--- config.mk ---
export PLATFORM = sky130hd
export DESIGN_NAME = gcd
export DESIGN_NICKNAME = d
export VERILOG_FILES = /design/src/rtl/gcd.sv
export SDC_FILE = /design/constraint.sdc
export NUM_CORES = 1
export LEC_CHECK = 0
export ABC_AREA = 1
export CAP_MARGIN = 20
export CORE_MARGIN = 3
export CORE_UTILIZATION = 50
export CTS_CLUSTER_DIAMETER = 30
export CTS_CLUSTER_SIZE = 12
export DETAILED_ROUTE_END_ITERATION = 12
export PLACE_DENSITY = 0.76
export SYNTH_ARGS = -nofsm -noshare
export SYNTH_HDL_FRONTEND = slang
export SYNTH_SLANG_ARGS = --single-unit
--- constraint.sdc ---
create_clock -name clk -period 1.73 [get_ports clk]
set_clock_uncertainty 0.05 [all_clocks]
set_input_delay 0.346 -clock clk [delete_from_list [all_inputs] [get_ports clk]]
set_output_delay 0.346 -clock clk [all_outputs]
set_load 0.05 [all_outputs]
--- src/rtl/gcd.sv ---
// Iterative GCD engine: Euclid by repeated subtraction, one step per clock.
// Operands are captured on start; result/done are registered and held until the next start or reset.
module gcd #(
  parameter int WIDTH = 8
) (
  input  logic             clk,
  input  logic             reset,
  input  logic [WIDTH-1:0] a,
  input  logic [WIDTH-1:0] b,
  input  logic             start,
  output logic [WIDTH-1:0] result,
  output logic             done
);

  typedef enum logic [1:0] {IDLE, BUSY, DONE} state_t;

  state_t           state;
  logic [WIDTH-1:0] x, y;

  always_ff @(posedge clk) begin
    if (reset) begin
      state  <= IDLE;
      x      <= '0;
      y      <= '0;
      result <= '0;
      done   <= 1'b0;
    end else if (start) begin
      // start wins from any state; a job in flight is simply discarded
      x     <= a;
      y     <= b;
      done  <= 1'b0;
      state <= BUSY;
    end else begin
      case (state)
        BUSY: begin
          if (x == '0) begin
            result <= y;
            done   <= 1'b1;
            state  <= DONE;
          end else if (y == '0) begin
            result <= x;
            done   <= 1'b1;
            state  <= DONE;
          end else if (x == y) begin
            result <= x;
            done   <= 1'b1;
            state  <= DONE;
          end else if (x > y) begin
            x <= x - y;
          end else begin
            y <= y - x;
          end
        end
        IDLE, DONE: ;
        default: state <= IDLE;
      endcase
    end
  end

endmodule

=== After elaboration in Yosys (flattened, before gate mapping) ===
Index checks and enable logic that the tools add are counted.

* $add $sub $neg: 2
* $mul: 0
* Div/mod/pow operators: 0
* $lt $le $gt $ge: 1
* Equality and inequality tests: 10
* Shift-type cells: 0
* Mux-type cells: 23
* Bitwise gates (word level): 2
* Reduce and logical (&&, ||, !) cells: 14

{| class="wikitable"
|+ Operator list
! cell !! number
|-
| $mux W8 || 15
|-
| $logic_not A8 Y1 || 2
|-
| $sub A8 B8 Y8 || 2
|-
| $ne A2 B2 Y1 const B || 5
|-
| $reduce_and A5 Y1 || 2
|-
| $eq A8 B8 Y1 || 1
|-
| $gt A8 B8 Y1 || 1
|-
| $mux W2 || 3
|-
| $reduce_and A2 Y1 || 3
|-
| $ne A5 B5 Y1 const B || 1
|-
| $mux W1 || 4
|-
| $ne A4 B4 Y1 const B || 1
|-
| $pmux W2 S2 || 1
|-
| $reduce_bool A2 Y1 || 2
|-
| $reduce_or A2 Y1 || 2
|-
| $reduce_and A3 Y1 || 1
|-
| $reduce_bool A3 Y1 || 1
|-
| $eq A2 B1 Y1 const B || 1
|-
| $eq A2 B2 Y1 const B || 1
|-
| $logic_not A2 Y1 || 1
|-
| $not A1 Y1 || 2
|}

* Flip-flop bits (word level): 27
* Bits in latches: 0
* RAM bits: 0
* ROM bits: 0
* Input port bits: 19
* Output and inout port bits: 9
* Logic and storage cells: 58
* Memories kept: 0

=== Logic depth before layout (Yosys ltp) ===
Gate-level depths: netlist of the first run.

* Depth in word-level cells: 7
* Depth in mapped cells: 14
* Mapped depth without buffers: 14

=== Worst setup path after synthesis of the first run ===
OpenSTA, ideal clock, no wires.

* Path type: flip-flop to flip-flop
* From: register x[0]
* To: register x[7]
* Library setup time: 0.110 ns
* Arrival: 1.755 ns
* Data required time: 1.570 ns
* Setup slack: -0.186 ns
* Cell stages (with the launch flop): 14
* Path buffers: 0
* Period minus slack after synthesis: 1.916 ns
* Path through: dfxtp_1 > inv_1 > ha_1 > fa_1 > inv_1 > nand2_1 > nand2_1 > nand3_2 > a21oi_2 > nand2_4 > nand2_4 > inv_4 > nor2_2 > nor2_1

* Cells in the longest elaborated chain, start to end: 7
* Elaborated cells between the ends (all ways): 14
* Those cells by class: add/sub (1); order compare (1); eq/ne (3); mux (6); reduce/logical (3)

{| class="wikitable"
|+ Ends and longest elaborated chain
! what !! RTL line !! text
|-
| from (decl) || 18 || <nowiki>logic [WIDTH-1:0] x, y;</nowiki>
|-
| from (signal assigned) || 49 || <nowiki>x <= x - y;</nowiki>
|-
| $sub A8 B8 Y8 || 49 ||
|-
| $mux W8 || 48 || <nowiki>end else if (x > y) begin</nowiki>
|-
| $mux W8 || 44 || <nowiki>end else if (x == y) begin</nowiki>
|-
| $mux W8 || 40 || <nowiki>end else if (y == '0) begin</nowiki>
|-
| $mux W8 || 36 || <nowiki>if (x == '0) begin</nowiki>
|-
| $mux W8 || 34 || <nowiki>case (state)</nowiki>
|-
| $mux W8 || 27 || <nowiki>end else if (start) begin</nowiki>
|}

Parallel ways exist; a longest one is shown, timed or not. The select of a mux whose other input is x is not followed.
A chain may end at the register's enable or synchronous reset.

=== Final worst setup path of the first run ===
* From: register x[0]
* To: register result[1]

* Cells in the longest elaborated chain, start to end: 3
* Elaborated cells between the ends (all ways): 5
* Those cells by class: eq/ne (1); mux (1); reduce/logical (3)

{| class="wikitable"
|+ Ends and longest elaborated chain
! what !! RTL line !! text
|-
| $eq A8 B8 Y1 / $logic_not A8 Y1 (equally long branches) || 44, 36 ||
|-
| $reduce_bool A3 Y1 (no source line) || n/a ||
|-
| $reduce_and A3 Y1 (no source line) || n/a ||
|-
| to (signal assigned) || 37 || <nowiki>result <= y;</nowiki>
|-
| to (decl) || 11 || <nowiki>output logic [WIDTH-1:0] result,</nowiki>
|}

Parallel ways exist; a longest one is shown, timed or not.

==> reports/results.tsv, run 1 <==
stage	metric	value	unit
logic_synthesis	ys_warn_count	0	
timing	fin_setup_tns	-7.88	ns
logic_synthesis	ys_types	31	
logic_synthesis	seq_area_frac_synth	25.7	%
setup_path	worst_path_max_delay_cell	o21ai_0	
placed_design	port-buffer-count	27	
grt	grt_max_degree	22	
pwr	combinationalPowerShare	72.2	%
run	maxCapViolations	0	
setup_path	crit_family	simple AND/OR/NAND/NOR gates	
clocking	cts.sinks	27	
timing	setup_slack	-0.510	ns
detailed_routing	top_layer_used	met4	
final_layout	multi_input_area	0.00168	mm²
logic_synthesis	ys.flop_type	dfxtp_1	
setup_path	timing.critical_path.cells	buf_4, buf_6, ha_4, nand2_4, nor2_4, nand2_4, buf_6, nand3_4, nand3_4, o21ai_0, a21oi_1	
timing	fmax	0.446	GHz
floorplanning	initial_core_util	54.6	%
detailed_routing	drt_pass1_iterations	7	
pwr	p_sw_share	48.6	%
setup_path	arrival	2.35	ns
timing	hold_slack	0.399	ns
pwr	leakage	1.62	nW
timing	maxSlewViolCount	0	
floorplanning	die_x	70.9	µm
timing	hold_violations	0	
timing	finalCriticalPeriod	2.24	ns
pwr	ir_drop	0.000803	V
final_layout	area_delta_synth_final	60.9	%
timing	worst_pin_slew	0.688	ns
pwr	total_power	4.31	mW
clocking	cts_tree	built	
detailed_routing	drc_errors	0	
detailed_routing	wl_met2	4430	µm
pwr	p_switching	2.09	mW
logic_synthesis	synthCells	336	
setup_path	crit_type	flip-flop to flip-flop	
setup_path	cp-start-kind	flip-flop	
setup_path	path_buf_inv	3	
pwr	pwr-share-clk	8.9	%
clocking	clock-root-buffer	clkbuf_8	
detailed_routing	vias	2870	
floorplanning	row_count	22	
logic_synthesis	synth_edf_count	0	
grt	antenna_found_initial	0	
logic_synthesis	synthArstFlopShare	0	%
clocking	numCtsBuffers	3	
logic_synthesis	syn-cell-area	0.00210	mm²
grt	grt_pass1_wl	11600	µm
floorplanning	die_h	70.9	µm
clocking	path_clk_slew	0.10	ns
clocking	clkLatencyLatePin	0.29	ns
final_layout	fill_cells	193	
setup_path	crit_fanout	7	
setup_path	end_kind	flip-flop	
pwr	p_seq_share	18.9	%
detailed_routing	drt_first_iter_violations	427	
floorplanning	ios	28	
clocking	cts_hold_repair.buffers	0	
grt	gr-total-overflow	0	
setup_path	critPathMaxStageDelay	0.36	ns
final_layout	antenna_cells	0	
min_path	hp-class	flip-flop to flip-flop	
detailed_routing	routed_wl	9350	µm
final_layout	nets	466	
detailed_routing	wl_met3	833	µm
final_layout	seq_area	558	µm²
timing	setup_viol	27	
run_status	violations	setup timing	
logic_synthesis	synth_nets	372	
final_layout	drive_gt1_share	40.1	%
logic_synthesis	syn_area_per_cell	6.26	µm²
clocking	cts_max_path_buffers	2	
placed_design	dpl.hpwl	4930	µm
detailed_routing	wl_met1	3500	µm
detailed_routing	avgViaCountPerCell	6.02	
detailed_routing	drtAntennaViolNets	0	
grt	grt_pass1_vias	2521	
grt	track_usage	28.9	%
timing	fin_crit_sh	130	%
setup_path	crit_required	1.84	ns
logic_synthesis	ys_ff_latch	27	
timing	relSlewSlack	54.0	%
placed_design	place_congestion	0.982	
pwr	p_int	2.21	mW
pwr	p_per_area	1270	mW/mm²
timing	rsz0062_at_grt	yes	
run_status	status	finished with violations	
floorplanning	design.core.area	0.00385	mm²
detailed_routing	wire_per_inst	19.6	µm
clocking	htreeDepth	1	
floorplanning	die_area	0.00502	mm²
cells by family after synthesis:
family | Yosys count | synth area share (%)
adder cells (fa/ha/maj) | 17 | 10.8
AO/OA/AOI/OAI | 54 | 13.6
AND/OR/NAND/NOR | 173 | 36.9
buffers and inverters | 64 | 12.6
XOR/XNOR | 1 | 0.416
flip-flops | 27 | 25.7
worst reg2reg max path, cell delays in order, from the launching register on:
cell	delay [ns]
dfxtp_2	0.35
buf_4	0.14
buf_6	0.12
ha_4	0.28
nand2_4	0.06
nor2_4	0.15
nand2_4	0.10
buf_6	0.13
nand3_4	0.12
nand3_4	0.14
o21ai_0	0.36
a21oi_1	0.13
cells in the final DEF (no fill, tap or decap), types with 4 or more instances in the layout:
cell type / Yosys / final
nand2_4: 4 / 10
o21ai_0: 24 / 19
nand2_1: 86 / 75
nor2_4: 2 / 8
nor2_1: 39 / 30
o21ai_2: 0 / 5
ha_1: 15 / 6
buf_4: 1 / 70
clkdlybuf4s50_1: 0 / 18
nand3_4: 0 / 5
dfxtp_1: 27 / 17
inv_2: 1 / 10
dfxtp_2: 0 / 8
nor2_2: 1 / 4
buf_6: 1 / 7
nand3_2: 3 / 6
nand2_2: 4 / 8
a21oi_2: 2 / 9
nand3_1: 28 / 21
inv_1: 52 / 43
a21oi_1: 21 / 13
ha_4: 0 / 9
Yosys cell counts (2+ instances only):
master,instances,area (µm²)
nand2_1,86,323
o21ai_1,2,10.0
inv_1,52,195
o21ai_0,24,120
nand4_1,3,18.8
a21oi_2,2,17.5
a21oi_1,21,105
ha_1,15,188
fa_1,2,40.0
nand2_2,4,25.0
nor2_1,39,146
dfxtp_1,27,541
a31oi_1,3,18.8
nor2_4,2,22.5
nand2_4,4,45.0
nand3_2,3,30.0
buf_2,4,20.0
nand3_1,28,140
clkbuf_1,3,11.3
sequential cells by signal, indices dropped and copies added (netlist names):
| register | flops |
|---|---|
| result | 8 |
| y | 8 |
| x | 8 |
| done | 1 |
| state | 2 |
power groups by stage:
stage                     Combinational (mW)  Sequential [mW]  Clock, mW
after floorplan                         1.37            0.883          0
after global placement                  2.20            0.800          0
after detailed placement                2.24            0.803          0
after CTS                               2.51            0.797      0.372
after global routing                    3.28            0.826      0.400
final                                   3.11            0.815      0.381
path summary, 6_finish.rpt:
path	slack (ns)	endpoint	cells after the start	start
setup / recovery	-0.51	result[1]	11	x[0]
setup reg to reg	-0.51	result[1]	11	x[0]
hold / removal	0.40	result[5]	2	result[5]
hold reg to reg	0.40	result[5]	2	result[5]
area by class of cell:
| class | instances | area share, % |
|---|---|---|
| inverters | 55 | 6.47 |
| clock buffers | 4 | 1.33 |
| flip-flops and latches | 27 | 16.5 |
| multi-input cells | 246 | 49.7 |
| repair buffers | 97 | 24.2 |
| well taps | 48 | 1.77 |
per-layer routing:
| layer | track usage (%) | vias to the layer above |
|---|---|---|
| met5 | 0 | - |
| met4 | 14.8 | 0 |
| met3 | 4.12 | 74 |
| met2 | 50.4 | 236 |
| met1 | 34.3 | 1314 |
| li1 | - | 1246 |
metrics by stage:
stage | setup slack (ns) | cells | utilization, % | area, µm²
final | -0.510 | 477 | 87.8 | 3380
after detailed placement | -0.294 | 451 | 73.4 | 2830
after global placement | -0.265 | 451 | 73.4 | 2830
after CTS | -0.225 | 463 | 80.8 | 3110
after floorplan | -0.0709 | 336 | - | 2190
after global routing | -0.536 | 477 | 87.8 | 3380
repair_timing:
item | in CTS | in global routing
pin swaps | 13 | 22
gates cloned | 0 | 1
setup buffers | 8 | 13
resized for setup | 40 | 49
setup endpoints to repair | 24 | 25
Power figures use the tool's default switching activity.
==> inputs of run 2 (changes only) <==
--- a/config.mk
+++ b/config.mk
@@ -9,9 +9,11 @@
 export CAP_MARGIN = 20
 export CORE_MARGIN = 3
-export CORE_UTILIZATION = 50
+export CORE_UTILIZATION = 57
 export CTS_CLUSTER_DIAMETER = 30
 export CTS_CLUSTER_SIZE = 12
 export DETAILED_ROUTE_END_ITERATION = 12
-export PLACE_DENSITY = 0.76
+export DONT_BUFFER_PORTS = 1
+export HOLD_SLACK_MARGIN = 0.08
+export PLACE_DENSITY = 0.75
 export SYNTH_ARGS = -nofsm -noshare
 export SYNTH_HDL_FRONTEND = slang
==> constraint.sdc (replaced) <==
create_clock -name clk -period 1.73 [get_ports clk]
set_clock_uncertainty 0.05 [all_clocks]
set_input_delay 0.4325 -clock clk [delete_from_list [all_inputs] [get_ports clk]]
set_output_delay 0.4325 -clock clk [all_outputs]
set_load 0.05 [all_outputs]
==> run 2 against run 1 <==
The flow still finishes with violations (setup timing); first-iteration DRC count is 36% lower; via count is 14% lower; critical path depth is 2 higher; cell count is 8.2% lower; utilization is 3.6 points lower; sequential power is 8.5% higher; global-route usage is 0.88 points higher; die area is 11% lower; final area is 14% lower; worst hold slack worse by 0.24 ns; total power is 12% lower; critical endpoint is now x[5]; largest power group unchanged.
==> reports/results.tsv, run 2 (synthesis gave the netlist of run 1 again) <==
stage	metric	value	unit	change
run_status	status	finished with violations		unchanged
run_status	violations	setup timing		unchanged
timing	rsz0062_at_grt	yes		unchanged
timing	fmax	0.506	GHz	was 0.446 GHz
clocking	path_clk_slew	0.10	ns	about the same
detailed_routing	wire_per_inst	15.9	µm	was 19.6 µm
setup_path	endpoint	x[5]		was result[1]
clocking	cts_tree	built		unchanged
clocking	cts.sinks	27		unchanged
placed_design	place_congestion	1.00		was 0.982
clocking	clock-root-buffer	clkbuf_8		unchanged
grt	grt_max_degree	30		was 22
setup_path	r2r_cells	13		was 11
setup_path	crit_type	flip-flop to flip-flop		unchanged
clocking	htreeDepth	1		unchanged
final_layout	area_delta_synth_final	37.8	%	was 60.9%
detailed_routing	avgViaCountPerCell	5.63		was 6.02
pwr	ir_drop	0.000745	V	was 0.000803 V
timing	setup_viol	26		was 27
detailed_routing	vias	2466		was 2870
grt	track_usage	29.8	%	was 28.9%
final_layout	nets	429		was 466
timing	setup_slack	-0.248	ns	was -0.510 ns
detailed_routing	drt_pass1_iterations	5		was 7
timing	finalCriticalPeriod	1.98	ns	was 2.24 ns
placed_design	dpl.cell_count	424		was 451
min_path	hp-class	primary input to flip-flop		was flip-flop to flip-flop
final_layout	antenna_cells	0		unchanged
grt	grt_pass1_wl	10100	µm	was 11600 µm
setup_path	reg2reg_slack	-0.25	ns	was -0.51 ns
final_layout	utilization	84.2	%	was 87.8%
final_layout	final_cell_mix	nand2_1 (80), buf_4 (53), inv_1 (49)		was nand2_1 (75), buf_4 (70), inv_1 (43)
detailed_routing	drtAntennaViolNets	0		unchanged
floorplanning	die_h	66.7	µm	was 70.9 µm
pwr	leakage	1.41	nW	was 1.62 nW
setup_path	crit_required	1.89	ns	was 1.84 ns
setup_path	end_kind	flip-flop		unchanged
timing	relSlewSlack	62.3	%	was 54.0%
timing	hold_slack	0.155	ns	was 0.399 ns
setup_path	cp-start-kind	flip-flop		unchanged
final_layout	top_regs	result x8, x x8, y x8		unchanged
setup_path	r2r-start	x[0]		unchanged
pwr	p_per_area	1300	mW/mm²	was 1270 mW/mm²
final_layout	mostFrequentLayoutCell	nand2_1		unchanged
timing	fin_setup_tns	-4.29	ns	was -7.88 ns
placed_design	placed_area	0.00259	mm²	was 0.00283 mm²
final_layout	stdcell_count	438		was 477
placed_design	dpl.hpwl	4670	µm	was 4930 µm
final_layout	fin_area	0.00290	mm²	was 0.00338 mm²
timing	hold_violations	0		unchanged
clocking	clkLatencyLatePin	0.27	ns	was 0.29 ns
timing	worst_pin_slew	0.564	ns	was 0.688 ns
setup_path	crit_fanout	8		was 7
final_layout	drive_gt1_share	32.9	%	was 40.1%
floorplanning	die_area	0.00445	mm²	was 0.00502 mm²
detailed_routing	drc_errors	0		unchanged
setup_path	arrival	2.14	ns	was 2.35 ns
grt	grt_pass1_vias	2266		was 2521
timing	fin_crit_sh	114	%	was 130%
pwr	total_power	3.77	mW	was 4.31 mW
setup_path	r2r_end	x[5]		was result[1]
timing	maxSlewViolCount	0		unchanged
clocking	cts_max_path_buffers	2		unchanged
grt	antenna_found_initial	0		unchanged
clocking	cts_hold_repair.buffers	0		unchanged
clocking	numCtsBuffers	3		unchanged
floorplanning	initial_core_util	61.1	%	was 54.6%
floorplanning	row_count	21		was 22
setup_path	crit_start	x[0]		unchanged
placed_design	port-buffer-count	0		was 27
floorplanning	die_x	66.7	µm	was 70.9 µm
placed_design	pre_cts_ws	-0.218	ns	was -0.294 ns
floorplanning	ios	28		unchanged
run	maxCapViolations	0		unchanged
detailed_routing	drt_first_iter_violations	272		was 427
floorplanning	design.core.area	0.00344	mm²	was 0.00385 mm²
grt	gr-total-overflow	0		unchanged
detailed_routing	routed_wl	6980	µm	was 9350 µm
[run 2: changes by cell type in the layout (fill, tap and decap cells not counted), moves of 3 or more]
cell	before	now
clkdlybuf4s50_1	18	0
nor2_1	30	34
o21ai_0	19	13
inv_2	10	4
nand3_1	21	28
buf_4	70	53
nand2_1	75	80
nor2_4	8	2
o21ai_2	5	8
nand2_4	10	5
a21oi_1	13	16
o21ai_1	2	5
nand3_2	6	1
inv_1	43	49
[run 2: power breakdown]
group	internal [mW]	switching, mW	total, mW
Combinational	1.12	1.40	2.52
Sequential	0.728	0.156	0.884
Clock	0.165	0.201	0.366
[run 2: final cells by class]
type | instances | area, µm²
multi-input combinational | 246 | 1530
sequential | 27 | 556
fill | 199 | 543
timing repair buffer | 60 | 494
inverter | 55 | 216
tap | 46 | 57.6
clock buffer | 4 | 45.0
[run 2: worst max-delay path: stages (launching register included)]
cell	delay (ns)
dfxtp_2	0.35
inv_2	0.05
ha_4	0.16
fa_2	0.36
inv_2	0.06
nand2_2	0.05
nand2_2	0.07
nand3_2	0.09
a21oi_2	0.18
nand2_4	0.11
buf_4	0.15
nand3_1	0.09
nand2_1	0.06
nor2_1	0.10
[run 2: worst min-delay path by stage]
stage,startpoint,end,slack [ns],cells past startpoint
floorplan,state[1],state[1],0.39,2
global placement,state[1],state[1],0.40,2
detailed placement,state[1],state[1],0.41,2
CTS,reset,y[0],0.15,1
global route,reset,x[2],0.15,1
finish,reset,x[2],0.15,1
[run 2: timing repair]
item                       4_1_cts  5_1_grt
pin swaps                        6       11
resized for setup               18       32
gates cloned                     0        1
setup endpoints to repair       24       25
buffers inserted                 4        5
[run 2: routing by layer]
metal	vias to the layer above	share of wire [%]	GRT usage, %
li1	1177	-	-
met1	1109	40	36.9
met2	144	46	50.5
met4	0	5.6	12.9
met3	36	8.4	4.72
met5	-	0	0
==> patch (config.mk and constraints of run 2) <==
Re-encode `state_t` (3 states) as one-hot, 3 bits wide.
--- a/src/rtl/gcd.sv
+++ b/src/rtl/gcd.sv
@@ -13,5 +13,5 @@
 );
 
-  typedef enum logic [1:0] {IDLE, BUSY, DONE} state_t;
+  typedef enum logic [2:0] {IDLE = 3'b001, BUSY = 3'b010, DONE = 3'b100} state_t;
 
   state_t           state;
Behaviour: no difference found for any inputs over 4 cycles, from zero or initial values and one cycle with reset high; so few cycles prove little.
==> patch against run 2 <==
The run still ends with setup timing left. Wire length up 0.92%. Area after synthesis increased by 5.6%. Setup slack better by 0.037 ns. Final area up 2.6%. Highest routed layer unchanged. Combinational power shrank 44%. Power fell by 28%. Sequential share of layout area rose by 0.15 points. Sequential cell count up 1.
==> patch: results (changes against run 2) <==
stage	metric	value	unit	change
outcome	outcome	complete, but fails checks		
outcome	violations	setup timing		
power_and_ir_drop	vdd_ir_drop_max	0.567	mV	-24%
placed_design	globalplace.congestion	0.941		-6.0%
critical_path	critPathMaxFanout	3		-5
critical_path	crit_arrival	2.11	ns	-0.03 ns
route	dr_wl_met2	3.56	mm	+10%
yosys	synth_nets	382		+2.7%
sta	fin_ws	-0.211	ns	+0.0370 ns
sta	setup_viol_count_final	24		-7.7%
yosys	synth_area_leaders	dfxtp_1, nand2_1, ha_1		
critical_path	crit_family	adder cells		
route	wl_met1	2.82	mm	+1.7%
sta	tns	-2.50	ns	+1.78 ns
yosys	synth_common_cells	nand2_1, nor2_1, inv_1, nand3_1, dfxtp_1		
route	routed_wl	7.05	mm	+0.92%
power_and_ir_drop	p_leak	1.41	nW	+0.15%
route	drt_first_pass_iters	7		+2
grt	grt_max_degree	29		-3.3%
clock_network	cts_resized	22		+4
final_layout	n_fill_cell	252		+27%
route	dr_wl_met3	452	um	-23%
critical_path	reg2regPathDepth	11		-2
grt	grt_pass1_vias	2201		-2.9%
yosys	syn_inst	346		+3.0%
route	vias	2420		-1.9%
yosys	synthDistinctLibCells	29		-6.5%
route	vias_per_cell	5.55		-1.4%
critical_path	r2r_end	x[4]		
-- patch: changes by cell type in the layout (fill, tap and decap cells not counted), sizes merged, moves of 3 or more --
cell,before,now
inv,54,44
nor2,42,51
nand2,94,106
a31oi,3,0
xor2,1,5
buf,60,47
-- patch: worst max-delay path by stage --
stage / startpoint / endpoint / slack, ns
after detailed placement: y[0] / result[6] / -0.20
after global placement: y[0] / result[6] / -0.15
after global routing: x[0] / x[4] / -0.30
final: x[0] / x[4] / -0.21
after CTS: x[0] / x[2] / -0.11
after floorplan: x[0] / x[1] / -0.07
-- patch: power breakdown --
group | switching, mW | leakage, nW | internal, mW
logic | 0.814 | 1.14 | 0.603
clock network | 0.225 | 0.0357 | 0.310
registers | 0.0746 | 0.233 | 0.697
-- patch: cells by family after synthesis --
family          synth area share (%)
compound gates                  10.9
fa+ha+maj                       10.3
simple gates                    41.0
buf+inv                         10.6
flops                           25.2
xor+xnor                        1.97
-- patch: metal layers --
| layer | up-vias | track usage, % |
|---|---|---|
| met1 | 1124 | 36.7 |
| met3 | 22 | 5.09 |
| met4 | 0 | 7.94 |
| met2 | 103 | 52.4 |
| met5 | - | 0 |
| li1 | 1171 | - |
-- patch: area by class of cell --
cell class	instances	share of cell area, %
Clock buffer	3	1.39
Clock inverter	1	1.01
Inverter	46	5.97
Multi-Input combinational cell	263	57.9
Sequential cell	28	19.3
Tap cell	48	2.02
Timing Repair Buffer	47	12.4
-- patch: worst reg2reg max path, stage by stage (launching register included) --
cell and delay, ns:
dfxtp_2 0.34, inv_2 0.05, ha_4 0.16, fa_2 0.35, inv_2 0.06, nand2_2 0.06
nand2_4 0.07, nand2_1 0.07, xor2_1 0.13, o21ai_0 0.28, nor2_1 0.10, nor2_1 0.16
